**src/rtl/ysyx_23060203_scoreboard_if.sv**
```systemverilog
// rtl/ysyx_23060203_scoreboard_if.sv - issue/writeback/flush/query bundle for the GPR scoreboard
interface ysyx_23060203_scoreboard_if #(
    parameter int DEPTH = 4
) ();
    localparam int CNT_W = $clog2(DEPTH) + 1;

    logic             issue_valid;
    logic [4:0]       issue_rd;
    logic             issue_ready;
    logic             wb_valid;
    logic             flush;
    logic [CNT_W-1:0] flush_keep;
    logic [4:0]       rs1;
    logic [4:0]       rs2;
    logic             raw1;
    logic             raw2;
    logic [CNT_W-1:0] count;
    logic             empty;

    modport master (
        output issue_valid, issue_rd, wb_valid, flush, flush_keep, rs1, rs2,
        input  issue_ready, raw1, raw2, count, empty
    );

    modport slave (
        input  issue_valid, issue_rd, wb_valid, flush, flush_keep, rs1, rs2,
        output issue_ready, raw1, raw2, count, empty
    );
endinterface

```
**src/rtl/ysyx_23060203_scoreboard.sv**
```systemverilog
// rtl/ysyx_23060203_scoreboard.sv - in-order circular scoreboard of pending GPR writes
module ysyx_23060203_scoreboard #(
    parameter int DEPTH = 4
) (
    input  logic                         clock,
    input  logic                         reset,
    ysyx_23060203_scoreboard_if.slave    sb
);
    localparam int PTR_W = $clog2(DEPTH);
    localparam int CNT_W = PTR_W + 1;
    localparam logic [CNT_W-1:0] FULL = CNT_W'(DEPTH);

    logic [4:0]       entries [DEPTH];
    logic [PTR_W-1:0] head;
    logic [PTR_W-1:0] tail;
    logic [CNT_W-1:0] cnt;

    logic             ready;
    logic             pop;
    logic             push;
    logic [PTR_W-1:0] head_next;
    logic [CNT_W-1:0] cnt_after_pop;
    logic [CNT_W-1:0] flush_cnt;
    logic [PTR_W-1:0] flush_tail;
    logic [PTR_W-1:0] idx;
    logic             hit1;
    logic             hit2;

    always_comb begin
        ready         = (cnt < FULL) | sb.wb_valid;
        pop           = sb.wb_valid & (cnt != '0);
        push          = sb.issue_valid & ready & ~sb.flush;
        head_next     = head + PTR_W'(pop);
        cnt_after_pop = cnt - CNT_W'(pop);
        flush_cnt     = (sb.flush_keep < cnt_after_pop) ? sb.flush_keep : cnt_after_pop;
        flush_tail    = head_next + flush_cnt[PTR_W-1:0];

        // Validity is decided by position relative to head, never by stored contents.
        hit1 = 1'b0;
        hit2 = 1'b0;
        idx  = '0;
        for (int i = 0; i < DEPTH; i++) begin
            idx = head + PTR_W'(i);
            if (CNT_W'(i) < cnt) begin
                if (entries[idx] == sb.rs1) hit1 = 1'b1;
                if (entries[idx] == sb.rs2) hit2 = 1'b1;
            end
        end
    end

    assign sb.issue_ready = ready;
    assign sb.raw1        = hit1 & (sb.rs1 != 5'd0);
    assign sb.raw2        = hit2 & (sb.rs2 != 5'd0);
    assign sb.count       = cnt;
    assign sb.empty       = (cnt == '0);

    always_ff @(posedge clock) begin
        if (push) begin
            entries[tail] <= sb.issue_rd;
        end
    end

    always_ff @(posedge clock) begin
        if (reset) begin
            head <= '0;
            tail <= '0;
            cnt  <= '0;
        end else begin
            head <= head_next;
            if (sb.flush) begin
                cnt  <= flush_cnt;
                tail <= flush_tail;
            end else begin
                cnt  <= cnt + CNT_W'(push) - CNT_W'(pop);
                if (push) begin
                    tail <= tail + PTR_W'(1);
                end
            end
        end
    end
endmodule
```
**src/flat_wrapper.sv**
```systemverilog
// flat-port wrapper written by rule: the top's interface ports become plain ports
module ysyx_23060203_scoreboard_flat 
#(
    parameter int DEPTH = 4
)
  (clock, reset, sb_issue_valid, sb_issue_rd, sb_wb_valid, sb_flush, sb_flush_keep, sb_rs1, sb_rs2, sb_issue_ready, sb_raw1, sb_raw2, sb_count, sb_empty);
  ysyx_23060203_scoreboard_if #(.DEPTH(DEPTH)) sb_i ();
  input  logic clock;
  input  logic reset;
  input wire logic [$bits(sb_i.issue_valid)-1:0] sb_issue_valid;
  input wire logic [$bits(sb_i.issue_rd)-1:0] sb_issue_rd;
  input wire logic [$bits(sb_i.wb_valid)-1:0] sb_wb_valid;
  input wire logic [$bits(sb_i.flush)-1:0] sb_flush;
  input wire logic [$bits(sb_i.flush_keep)-1:0] sb_flush_keep;
  input wire logic [$bits(sb_i.rs1)-1:0] sb_rs1;
  input wire logic [$bits(sb_i.rs2)-1:0] sb_rs2;
  output wire logic [$bits(sb_i.issue_ready)-1:0] sb_issue_ready;
  output wire logic [$bits(sb_i.raw1)-1:0] sb_raw1;
  output wire logic [$bits(sb_i.raw2)-1:0] sb_raw2;
  output wire logic [$bits(sb_i.count)-1:0] sb_count;
  output wire logic [$bits(sb_i.empty)-1:0] sb_empty;
  assign sb_i.issue_valid = sb_issue_valid;
  assign sb_i.issue_rd = sb_issue_rd;
  assign sb_i.wb_valid = sb_wb_valid;
  assign sb_i.flush = sb_flush;
  assign sb_i.flush_keep = sb_flush_keep;
  assign sb_i.rs1 = sb_rs1;
  assign sb_i.rs2 = sb_rs2;
  assign sb_issue_ready = sb_i.issue_ready;
  assign sb_raw1 = sb_i.raw1;
  assign sb_raw2 = sb_i.raw2;
  assign sb_count = sb_i.count;
  assign sb_empty = sb_i.empty;
  ysyx_23060203_scoreboard #(.DEPTH(DEPTH)) u_core (.clock(clock), .reset(reset), .sb(sb_i));
endmodule
```
**config.mk**
```make
export PLATFORM = sky130hd
export DESIGN_NAME = ysyx_23060203_scoreboard_flat
export DESIGN_NICKNAME = d
export VERILOG_FILES = /design/src/rtl/ysyx_23060203_scoreboard_if.sv /design/src/rtl/ysyx_23060203_scoreboard.sv /design/src/flat_wrapper.sv
export SDC_FILE = /design/constraint.sdc
export NUM_CORES = 1
export LEC_CHECK = 0
export ABC_AREA = 1
export ABC_CLOCK_PERIOD_IN_PS = 3240
export CORE_MARGIN = 2
export CORE_UTILIZATION = 55
export CTS_CLUSTER_SIZE = 25
export DETAILED_ROUTE_END_ITERATION = 7
export GPL_ROUTABILITY_DRIVEN = 0
export PLACE_DENSITY = 0.78
export SETUP_SLACK_MARGIN = 0.05
export SYNTH_ARGS = -nofsm -noshare
export SYNTH_HDL_FRONTEND = slang
export SYNTH_SLANG_ARGS = --single-unit
```
**constraint.sdc**
```tcl
create_clock -name clock -period 3.24 [get_ports clock]
set_input_delay 0.648 -clock clock [delete_from_list [all_inputs] [get_ports clock]]
set_output_delay 0.648 -clock clock [all_outputs]
set_load 0.01 [all_outputs]
```
### After elaboration in Yosys (flattened, before gate mapping)

Memories as Yosys holds them, arrays and structs flattened. A register that Yosys moved wholly into a read port is not among the register bits.
Index checks and enable logic that the tools add are counted.
W data, S select, Z words.

| operators by class | value |
|---|---|
| add/subtract/negate cells | 9 |
| order comparisons | 6 |
| eq/ne operators | 8 |
| mux-type cells | 23 |
| bitwise logic cells | 7 |
| reduce and logical (&&, ||, !) cells | 5 |

Operator list:

| cell | count |
|---|---|
| $eq A5 B5 Y1 | 8 |
| $mux W1 | 18 |
| $reduce_bool A5 Y1 | 2 |
| $lt A1 B3 Y1 const A | 2 |
| $lt A2 B3 Y1 const A | 2 |
| $mux W2 | 3 |
| $mux W3 | 2 |
| $sub A3 B1 Y3 | 2 |
| $and A1 B1 Y1 | 5 |
| $add A2 B1 Y2 const B | 2 |
| $add A2 B2 Y2 const B | 2 |
| $add A3 B1 Y3 | 1 |
| $logic_not A3 Y1 | 1 |
| $lt A3 B3 Y1 | 1 |
| $lt A3 B3 Y1 const B | 1 |
| $reduce_bool A3 Y1 | 1 |
| $add A2 B1 Y2 | 1 |
| $add A2 B2 Y2 | 1 |
| $reduce_bool A2 Y1 | 1 |
| $not A1 Y1 | 1 |
| $or A1 B1 Y1 | 1 |

| storage, ports and cells | value |
|---|---|
| register bits | 7 |
| bits in writable memories | 20 |
| output and inout port bits | 7 |
| memories | 1 |

Memory list:

| name | depth | bits a word | rd ports | clocked after Yosys merged registers in | write ports | line | text |
|---|---|---|---|---|---|---|---|
| u_core.entries | 4 | 5 | 4 | 1 | 1 | ysyx_23060203_scoreboard.sv:13 | `logic [4:0] entries [DEPTH];` |

### Logic depth before layout (Yosys ltp)

Gate-level depths: netlist (run 1).

| depth | value |
|---|---|
| depth in word-level cells | 10 |
| mapped depth | 19 |
| depth with buffers taken out | 19 |

### Worst setup path after synthesis (run 1)

No wires, ideal clock.

| timing | value |
|---|---|
| path kind | register to register |
| start | register u_core.cnt[2], in the netlist u_core.sb.count[2] |
| end | register u_core.tail[1] |
| data arrival time | 2.848 ns |
| required time | 3.131 ns |
| slack | 0.283 ns |
| stages on the path, launching flop included | 20 |
| cell sequence | dfxtp_1 > nor3_1 > nor2_1 > ha_1 > ha_1 > xnor2_1 > inv_1 > ha_1 > inv_1 > a21oi_1 > nand2_1 > nand2_1 > o21ai_0 > ha_1 > xnor2_1 > o21ai_0 > nand2_1 > nand3_1 > nand2_1 > inv_1 |

| on the way | value |
|---|---|
| cells in the longest elaborated chain, start to end | 7 |

RTL lines:

| item | line | text |
|---|---|---|
| start, declared | ysyx_23060203_scoreboard.sv:16 | `logic [CNT_W-1:0] cnt;` |
| start signal, assigned | ysyx_23060203_scoreboard.sv:71 | `cnt <= flush_cnt;` |
| start signal, assigned | ysyx_23060203_scoreboard.sv:74 | `cnt <= cnt + CNT_W'(push) - CNT_W'(pop);` |
| $reduce_bool A3 Y1 | ysyx_23060203_scoreboard.sv:31 | `pop = sb.wb_valid & (cnt != '0);` |
| $and A1 B1 Y1 | ysyx_23060203_scoreboard.sv:31 |  |
| $sub A3 B1 Y3 | ysyx_23060203_scoreboard.sv:34 | `cnt_after_pop = cnt - CNT_W'(pop);` |
| $lt A3 B3 Y1 | ysyx_23060203_scoreboard.sv:35 | `flush_cnt = (sb.flush_keep < cnt_after_pop) ? sb.flush_keep : cnt_after_pop;` |
| $mux W3 | ysyx_23060203_scoreboard.sv:35 |  |
| $add A2 B2 Y2 | ysyx_23060203_scoreboard.sv:36 | `flush_tail = head_next + flush_cnt[PTR_W-1:0];` |
| $mux W2 | ysyx_23060203_scoreboard.sv:70 | `if (sb.flush) begin` |
| end signal, assigned | ysyx_23060203_scoreboard.sv:72 | `tail <= flush_tail;` |
| end signal, assigned | ysyx_23060203_scoreboard.sv:76 | `tail <= tail + PTR_W'(1);` |
| end, declared | ysyx_23060203_scoreboard.sv:15 | `logic [PTR_W-1:0] tail;` |

Parallel ways exist; a longest one is shown, timed or not.
A chain may end at the register's enable or synchronous reset.

### Final worst setup path (run 1)

| timing | value |
|---|---|
| start | input sb_rs1[4] |
| end | output sb_raw1 |

| on the way | value |
|---|---|
| cells in the longest elaborated chain, start to end | 10 |

RTL lines:

| item | line | text |
|---|---|---|
| start, declared | flat_wrapper.sv:15 | `input wire logic [$bits(sb_i.rs1)-1:0] sb_rs1;` |
| $eq A5 B5 Y1 | ysyx_23060203_scoreboard.sv:45 | `if (entries[idx] == sb.rs1) hit1 = 1'b1;` |
| $mux W1 | ysyx_23060203_scoreboard.sv:45 |  |
| $mux W1 | ysyx_23060203_scoreboard.sv:44 | `if (CNT_W'(i) < cnt) begin` |
| $mux W1 | ysyx_23060203_scoreboard.sv:45 |  |
| $mux W1 | ysyx_23060203_scoreboard.sv:44 |  |
| $mux W1 | ysyx_23060203_scoreboard.sv:45 |  |
| $mux W1 | ysyx_23060203_scoreboard.sv:44 |  |
| $mux W1 | ysyx_23060203_scoreboard.sv:45 |  |
| $mux W1 | ysyx_23060203_scoreboard.sv:44 |  |
| $and A1 B1 Y1 (*) | ysyx_23060203_scoreboard.sv:52 | `assign sb.raw1 = hit1 & (sb.rs1 != 5'd0);` |
| end, declared | flat_wrapper.sv:18 | `output wire logic [$bits(sb_i.raw1)-1:0] sb_raw1;` |

Every way passes the cells marked *; elsewhere a longest branch is shown, timed or not.

==> results.sh, run 1 <==
export IMPL_multiInputGateArea_sq_um=1800
export IMPL_start_util_pct=58.1
export IMPL_die_y_microns=75.3
export IMPL_cts_tree="yes"
export IMPL_crit_family="buffers and inverters"
export IMPL_crit_slowest_cell="clkdlybuf4s50_1"
export IMPL_most_common_layout_cells="nand2_1, nand3_1, inv_1"
export IMPL_ys_warn_count=0
export IMPL_power_per_cell_area_nw_per_um2=591
export IMPL_grt_pass1_vias=2517
export IMPL_cpMostUsedCell="nor2_1"
export IMPL_hp_class="flop to flop"
export IMPL_ios=30
export IMPL_num_rows=25
export IMPL_pwr_share_comb_pct=66.6
export IMPL_rsz0062_at_grt="true"
export IMPL_clock_sinks=27
export IMPL_grt_overflow=0
export IMPL_grt_max_degree=33
export IMPL_ant_nets=0
export IMPL_drt_iter0_drc=357
export IMPL_hold_violations=0
export IMPL_grt_first_pass_wirelength_microns=11500
export IMPL_drive_above_1_share_pct=6.77
export IMPL_portBuffers=29
export IMPL_worst_setup_path_end_kind="output port"
export IMPL_crit_chain="clkdlybuf4s50_1 > inv_1 > nand3_1 > nand2_1 > nor2_1 > nand3_1 > nand2_1 > nor2_1 > nor2_1 > clkdlybuf4s50_1"
export IMPL_total_power_mw=1.95
export IMPL_clockRootBuffer="clkbuf_8"
export IMPL_wire_per_inst_microns=12.9
export IMPL_arrival_ns=2.43
export IMPL_dp_hpwl_microns=5920
export IMPL_dieArea_sq_um=5670
export IMPL_clock_power_share_pct=9.8
export IMPL_synthCells=481
export IMPL_first_pass_iters=6
export IMPL_synth_avg_cell_area_sq_um=5.82
export IMPL_max_cap_violations=0
export IMPL_ys_seq_elements=27
export IMPL_report_final_slew_viol_count=0
export IMPL_routed_wl_microns=7530
export IMPL_drc_errors=0
export IMPL_synth_area_leaders="nand2_1, edfxtp_1, nand3_1"
export IMPL_ys_seq_area_share_pct=26.5
export IMPL_path_clk_slew_ns=0.10
export IMPL_clk_latency_ns=0.28
export IMPL_die_w_microns=75.3
export IMPL_min_period_over_period_pct=94.9
export IMPL_numCtsBuffers=3
export IMPL_critPathLaunchType="input port"
export IMPL_final_common_cell="nand2_1"
export IMPL_antenna_found_initial=0
export IMPL_outcome="completed"
export IMPL_fin_skew_ns=0.0168
export IMPL_nNetsFinal=557
export IMPL_p_sw_mw=0.971
export IMPL_synthesis_area_sq_um=2800
export IMPL_final_seq_area_sq_um=746
export IMPL_yosys_area_top_type="nand2_1"
export IMPL_core_area_sq_um=4820
export IMPL_final_cell_area_sq_um=3300
export IMPL_setup_tns_ns=0
export IMPL_peakVddDrop_uv=380
export IMPL_crit_buf_inv=3
export IMPL_switching_share_pct=49.8
export IMPL_intPower_mw=0.980
export IMPL_fin_crit_ns=3.08
export IMPL_synth_cell_type_count=21
export IMPL_final_util_pct=68.6
export IMPL_worst_pin_slew_ns=0.477
export IMPL_area_growth_pct=18.1
export IMPL_slowest_delay_ns=0.57
export IMPL_critPathKind="input port to output port"
export IMPL_slew_headroom_pct=68.1
export IMPL_num_antenna_cells=0
export IMPL_place_area_sq_um=3190
export IMPL_via_per_inst=5.34
export IMPL_routed_via_count=3117
export IMPL_grt_total_usage_pct=26.6
export IMPL_setup_violations=0
export IMPL_synth_top_area_share_pct=29.0
export IMPL_critPathMaxFanout=5
export IMPL_required_ns=2.59
export IMPL_clk_path_buf_depth=2
export IMPL_max_freq_ghz=0.325
export IMPL_p_leak_nw=1.80
export IMPL_syn_nets=520
export IMPL_ctsHtreeMaxLevel=1
export IMPL_power_share_sequential_pct=23.6
export IMPL_fill_cells=459
export IMPL_fin_hold_ws_ns=0.556
[final cells by class]
| cell class | count | area share (%) |
|---|---|---|
| Inverter | 58 | 6.82 |
| Clock buffer | 4 | 1.36 |
| Timing Repair Buffer | 44 | 12.3 |
| Tap cell | 67 | 2.54 |
| Multi-Input combinational cell | 384 | 54.4 |
| Sequential cell | 27 | 22.6 |
[through the flow]
| step | instances | setup slack [ns] |
|---|---|---|
| 6_report | 584 | 0.164 |
| 5_1_grt | 584 | 0.0317 |
| 4_1_cts | 582 | 0.0780 |
| 3_5_place_dp | 578 | -0.237 |
| 3_3_place_gp | 578 | -0.117 |
| 2_1_floorplan | 481 | 0.283 |
[cells by family after synthesis]
family                     synth area share, %
and+or+nand+nor                           51.6
buffers and inverters                     11.0
DFF                                       26.5
adders and majority gates                 7.42
AOI/OAI and AO/OA                         2.28
xor gates and xnor gates                  1.25
[sequential cells by signal, indices dropped and copies added, names as in the netlist]
| name | count |
|---|---|
| u_core.sb.count | 3 |
| u_core.entries | 20 |
| u_core.tail | 2 |
| u_core.head | 2 |
[synthesized netlist by cell type]
cell type    n
buf_4        4
dfxtp_1      7
nand4_1      1
fa_1         1
buf_2        7
ha_1        15
buf_6        2
xnor2_1      3
xor2_1       1
nor2_1      46
inv_1       57
a31oi_1      1
nand2_1    216
inv_4        1
nand2_4      2
o21ai_0      5
nand3_1     83
a21oi_1      5
edfxtp_1    20
o21bai_1     1
nor3_1       3
[worst paths after layout]
path              cells after the start  slack (ns)                           to                     startpoint
hold / removal                        2        0.56  u_core.tail[0]$_SDFFE_PP0P_    u_core.tail[0]$_SDFFE_PP0P_
hold reg to reg                       2        0.56  u_core.tail[0]$_SDFFE_PP0P_    u_core.tail[0]$_SDFFE_PP0P_
setup reg to reg                     19        0.35  u_core.tail[1]$_SDFFE_PP0P_  u_core.sb.count[1]$_SDFF_PP0_
setup / recovery                     10        0.16                      sb_raw1                      sb_rs1[4]
[worst min-delay path: cells and delay by family, from the launching register on]
family           cells  cell delay, ns
AO/OA/AOI/OAI        1            0.07
flip-flops           1            0.36
AND/OR/NAND/NOR      1            0.09
[repair_timing]
action,in CTS,in global routing
gates cloned,0,1
resized for setup,2,19
buffers inserted,0,1
setup endpoints to repair,1,4
pin swaps,0,5
hold buffers,0,0
[routing by layer]
layer  global-route usage, %  up-vias  wire, microns
met5                       0        -              0
met4                    4.29        0            127
met3                    4.23       17            696
met2                    40.4      165           3260
met1                    40.9     1352           3440
li1                        -     1583              -
[power by group through the flow]
stage / Clock (mW) / Combinational [mW] / Sequential, mW
floorplan: 0 / 0.908 / 0.457
global placement: 0 / 1.18 / 0.463
detailed placement: 0 / 1.20 / 0.464
CTS: 0.190 / 1.21 / 0.456
global route: 0.204 / 1.46 / 0.466
finish: 0.191 / 1.30 / 0.461
Note: power is estimated with default switching activity, not from simulation.
==> run 2: changes to the inputs <==
--- a/config.mk
+++ b/config.mk
@@ -7,12 +7,13 @@
 export LEC_CHECK = 0
 export ABC_AREA = 1
 export ABC_CLOCK_PERIOD_IN_PS = 3240
+export CAP_MARGIN = 20
 export CORE_MARGIN = 2
-export CORE_UTILIZATION = 55
+export CORE_UTILIZATION = 58
 export CTS_CLUSTER_SIZE = 25
 export DETAILED_ROUTE_END_ITERATION = 7
 export GPL_ROUTABILITY_DRIVEN = 0
-export PLACE_DENSITY = 0.78
+export PLACE_DENSITY = 0.82
 export SETUP_SLACK_MARGIN = 0.05
 export SYNTH_ARGS = -nofsm -noshare
 export SYNTH_HDL_FRONTEND = slang
==> run 2 against run 1 <==
  * Worst hold slack improved by 0.017 ns
  * Fmax fell by 0.21%
  * Clock power barely moved
  * Via count fell by 0.45%
  * Sequential cell count did not move
  * Final area barely moved
  * Combinational power barely moved
  * Power fell by 0.50%
  * Critical path type is now input port to flop
  * Largest cell class unchanged
==> results.sh, run 2 (synthesis gave the netlist of run 1 again) <==
export IMPL_clk_latency_ns=0.27
export IMPL_pre_cts_slack_ns=-0.292
export IMPL_crit_family="adder cells"
export IMPL_peakVddDrop_uv=400
export IMPL_grt_total_usage_pct=27.9
export IMPL_power_share_sequential_pct=23.7
export IMPL_ant_nets=0
export IMPL_dieArea_sq_um=5390
export IMPL_drc_errors=0
export IMPL_p_sw_mw=0.958
export IMPL_rsz0062_at_grt="true"
export IMPL_nNetsFinal=558
export IMPL_slowest_delay_ns=0.45
export IMPL_num_rows=25
export IMPL_fin_skew_ns=0.0103
export IMPL_area_growth_pct=18.2
export IMPL_slew_headroom_pct=66.9
export IMPL_dp_hpwl_microns=5800
export IMPL_max_flop_register="u_core.entries"
export IMPL_clockRootBuffer="clkbuf_8"
export IMPL_fin_hold_ws_ns=0.573
export IMPL_numCtsBuffers=3
export IMPL_clock_sinks=27
export IMPL_drt_iter0_drc=413
export IMPL_crit_chain="clkdlybuf4s50_1 > inv_1 > nor2_2 > ha_2 > ha_4 > xnor2_2 > inv_1 > ha_1 > inv_1 > a21oi_2 > nand2_2 > o21ai_1 > ha_2 > xnor2_2 > o21ai_1 > nand2_1 > nand3_1 > nand2_1 > inv_1"
export IMPL_wire_per_inst_microns=12.9
export IMPL_finalNonFillerCells=572
export IMPL_drive_above_1_share_pct=7.72
export IMPL_antenna_found_initial=0
export IMPL_first_pass_iters=6
export IMPL_reg2reg_setup_slack_ns=0.29
export IMPL_routed_via_count=3103
export IMPL_portBuffers=29
export IMPL_grt_max_degree=33
export IMPL_max_cap_violations=0
export IMPL_power_per_cell_area_nw_per_um2=587
export IMPL_hold_violations=0
export IMPL_fin_crit_ns=3.08
export IMPL_setup_violations=0
export IMPL_clk_path_buf_depth=2
export IMPL_critPathMaxFanout=3
export IMPL_crit_slowest_cell="clkdlybuf4s50_1"
export IMPL_multiInputGateArea_sq_um=1810
export IMPL_required_ns=3.42
export IMPL_ff2ff_path_depth=18
export IMPL_cts_tree="yes"
export IMPL_hold_depth=2
export IMPL_routed_wl_microns=7390
export IMPL_pwr_share_comb_pct=66.6
export IMPL_ctsHtreeMaxLevel=1
export IMPL_fill_cells=414
export IMPL_outcome="completed"
export IMPL_worst_pin_slew_ns=0.494
export IMPL_via_per_inst=5.42
export IMPL_largest_reg_flops=20
export IMPL_fin_ws_ns=0.158
export IMPL_switching_share_pct=49.3
export IMPL_final_seq_area_sq_um=744
export IMPL_hp_class="flop to flop"
export IMPL_path_depth=19
export IMPL_min_period_over_period_pct=95.1
export IMPL_clock_power_share_pct=9.7
export IMPL_grt_pass1_vias=2646
export IMPL_start_util_pct=59.6
export IMPL_path_clk_slew_ns=0.10
export IMPL_critPathKind="input port to flop"
export IMPL_crit_buf_inv=5
export IMPL_p_leak_nw=1.79
export IMPL_most_common_layout_cells="nand2_1, nand3_1, inv_1"
export IMPL_grt_first_pass_wirelength_microns=11800
export IMPL_dp_cells=566
export IMPL_critPathLaunchType="input port"
export IMPL_core_area_sq_um=4690
export IMPL_die_y_microns=73.5
export IMPL_ios=30
export IMPL_max_freq_ghz=0.324
export IMPL_worst_setup_path_end_kind="flop"
export IMPL_grt_overflow=0
export IMPL_report_final_slew_viol_count=0
export IMPL_cpMostUsedCell="inv_1"
export IMPL_arrival_ns=3.26
export IMPL_final_common_cell="nand2_1"
export IMPL_intPower_mw=0.984
export IMPL_die_w_microns=73.5
export IMPL_num_antenna_cells=0
## run 2: layout make-up
type                    count  area share [%]
clock buffers               3            1.25
clock inverters             1           0.151
inverters                  58            6.81
multi-input cells         384            54.7
flip-flops and latches     27            22.5
well taps                  54            2.04
repair buffers             45            12.5
## run 2: path summary, 6_finish.rpt
| path | start | endpoint |
|---|---|---|
| worst max-delay path | sb_wb_valid | u_core.tail[1]$_SDFFE_PP0P_ |
| worst min-delay path | u_core.tail[0]$_SDFFE_PP0P_ | u_core.tail[0]$_SDFFE_PP0P_ |
| worst min register to register | u_core.tail[0]$_SDFFE_PP0P_ | u_core.tail[0]$_SDFFE_PP0P_ |
| worst max register to register | u_core.sb.count[0]$_SDFF_PP0_ | u_core.tail[1]$_SDFFE_PP0P_ |
## run 2: worst min-delay path, cell delays in order, from the launching register on
cell     delay, ns
dfxtp_1       0.36
nand3_1       0.09
a31oi_1       0.08
## run 2: power groups by stage
stage | Sequential [mW] | Combinational [mW] | Clock [mW]
global route | 0.468 | 1.47 | 0.201
floorplan | 0.457 | 0.908 | 0
global placement | 0.462 | 1.16 | 0
finish | 0.461 | 1.29 | 0.188
CTS | 0.455 | 1.21 | 0.189
detailed placement | 0.463 | 1.19 | 0
## run 2: routing by layer
metal	part of all wire, %	wire (microns)	GRT usage (%)
met1	45	3320	40.3
met2	44	3280	42.7
met3	9.2	676	6.58
met4	1.4	101	5.86
met5	0	0	0
## run 2: metrics by stage
stage	TNS (ns)	area, sq um	power, mW	util, %
CTS	0	3230	1.85	68.9
global placement	-0.115	3180	1.62	67.8
floorplan	0	2800	1.36	-
finish	0	3310	1.94	70.5
global route	-0.00353	3310	2.14	70.5
detailed placement	-0.342	3180	1.65	67.8
## run 2: what timing repair did
action	CTS	global route
resized for setup	3	20
endpoints found under the setup margin	1	3
hold buffers	0	0
pin swaps	1	7
cloned	0	1
buffers inserted	0	1
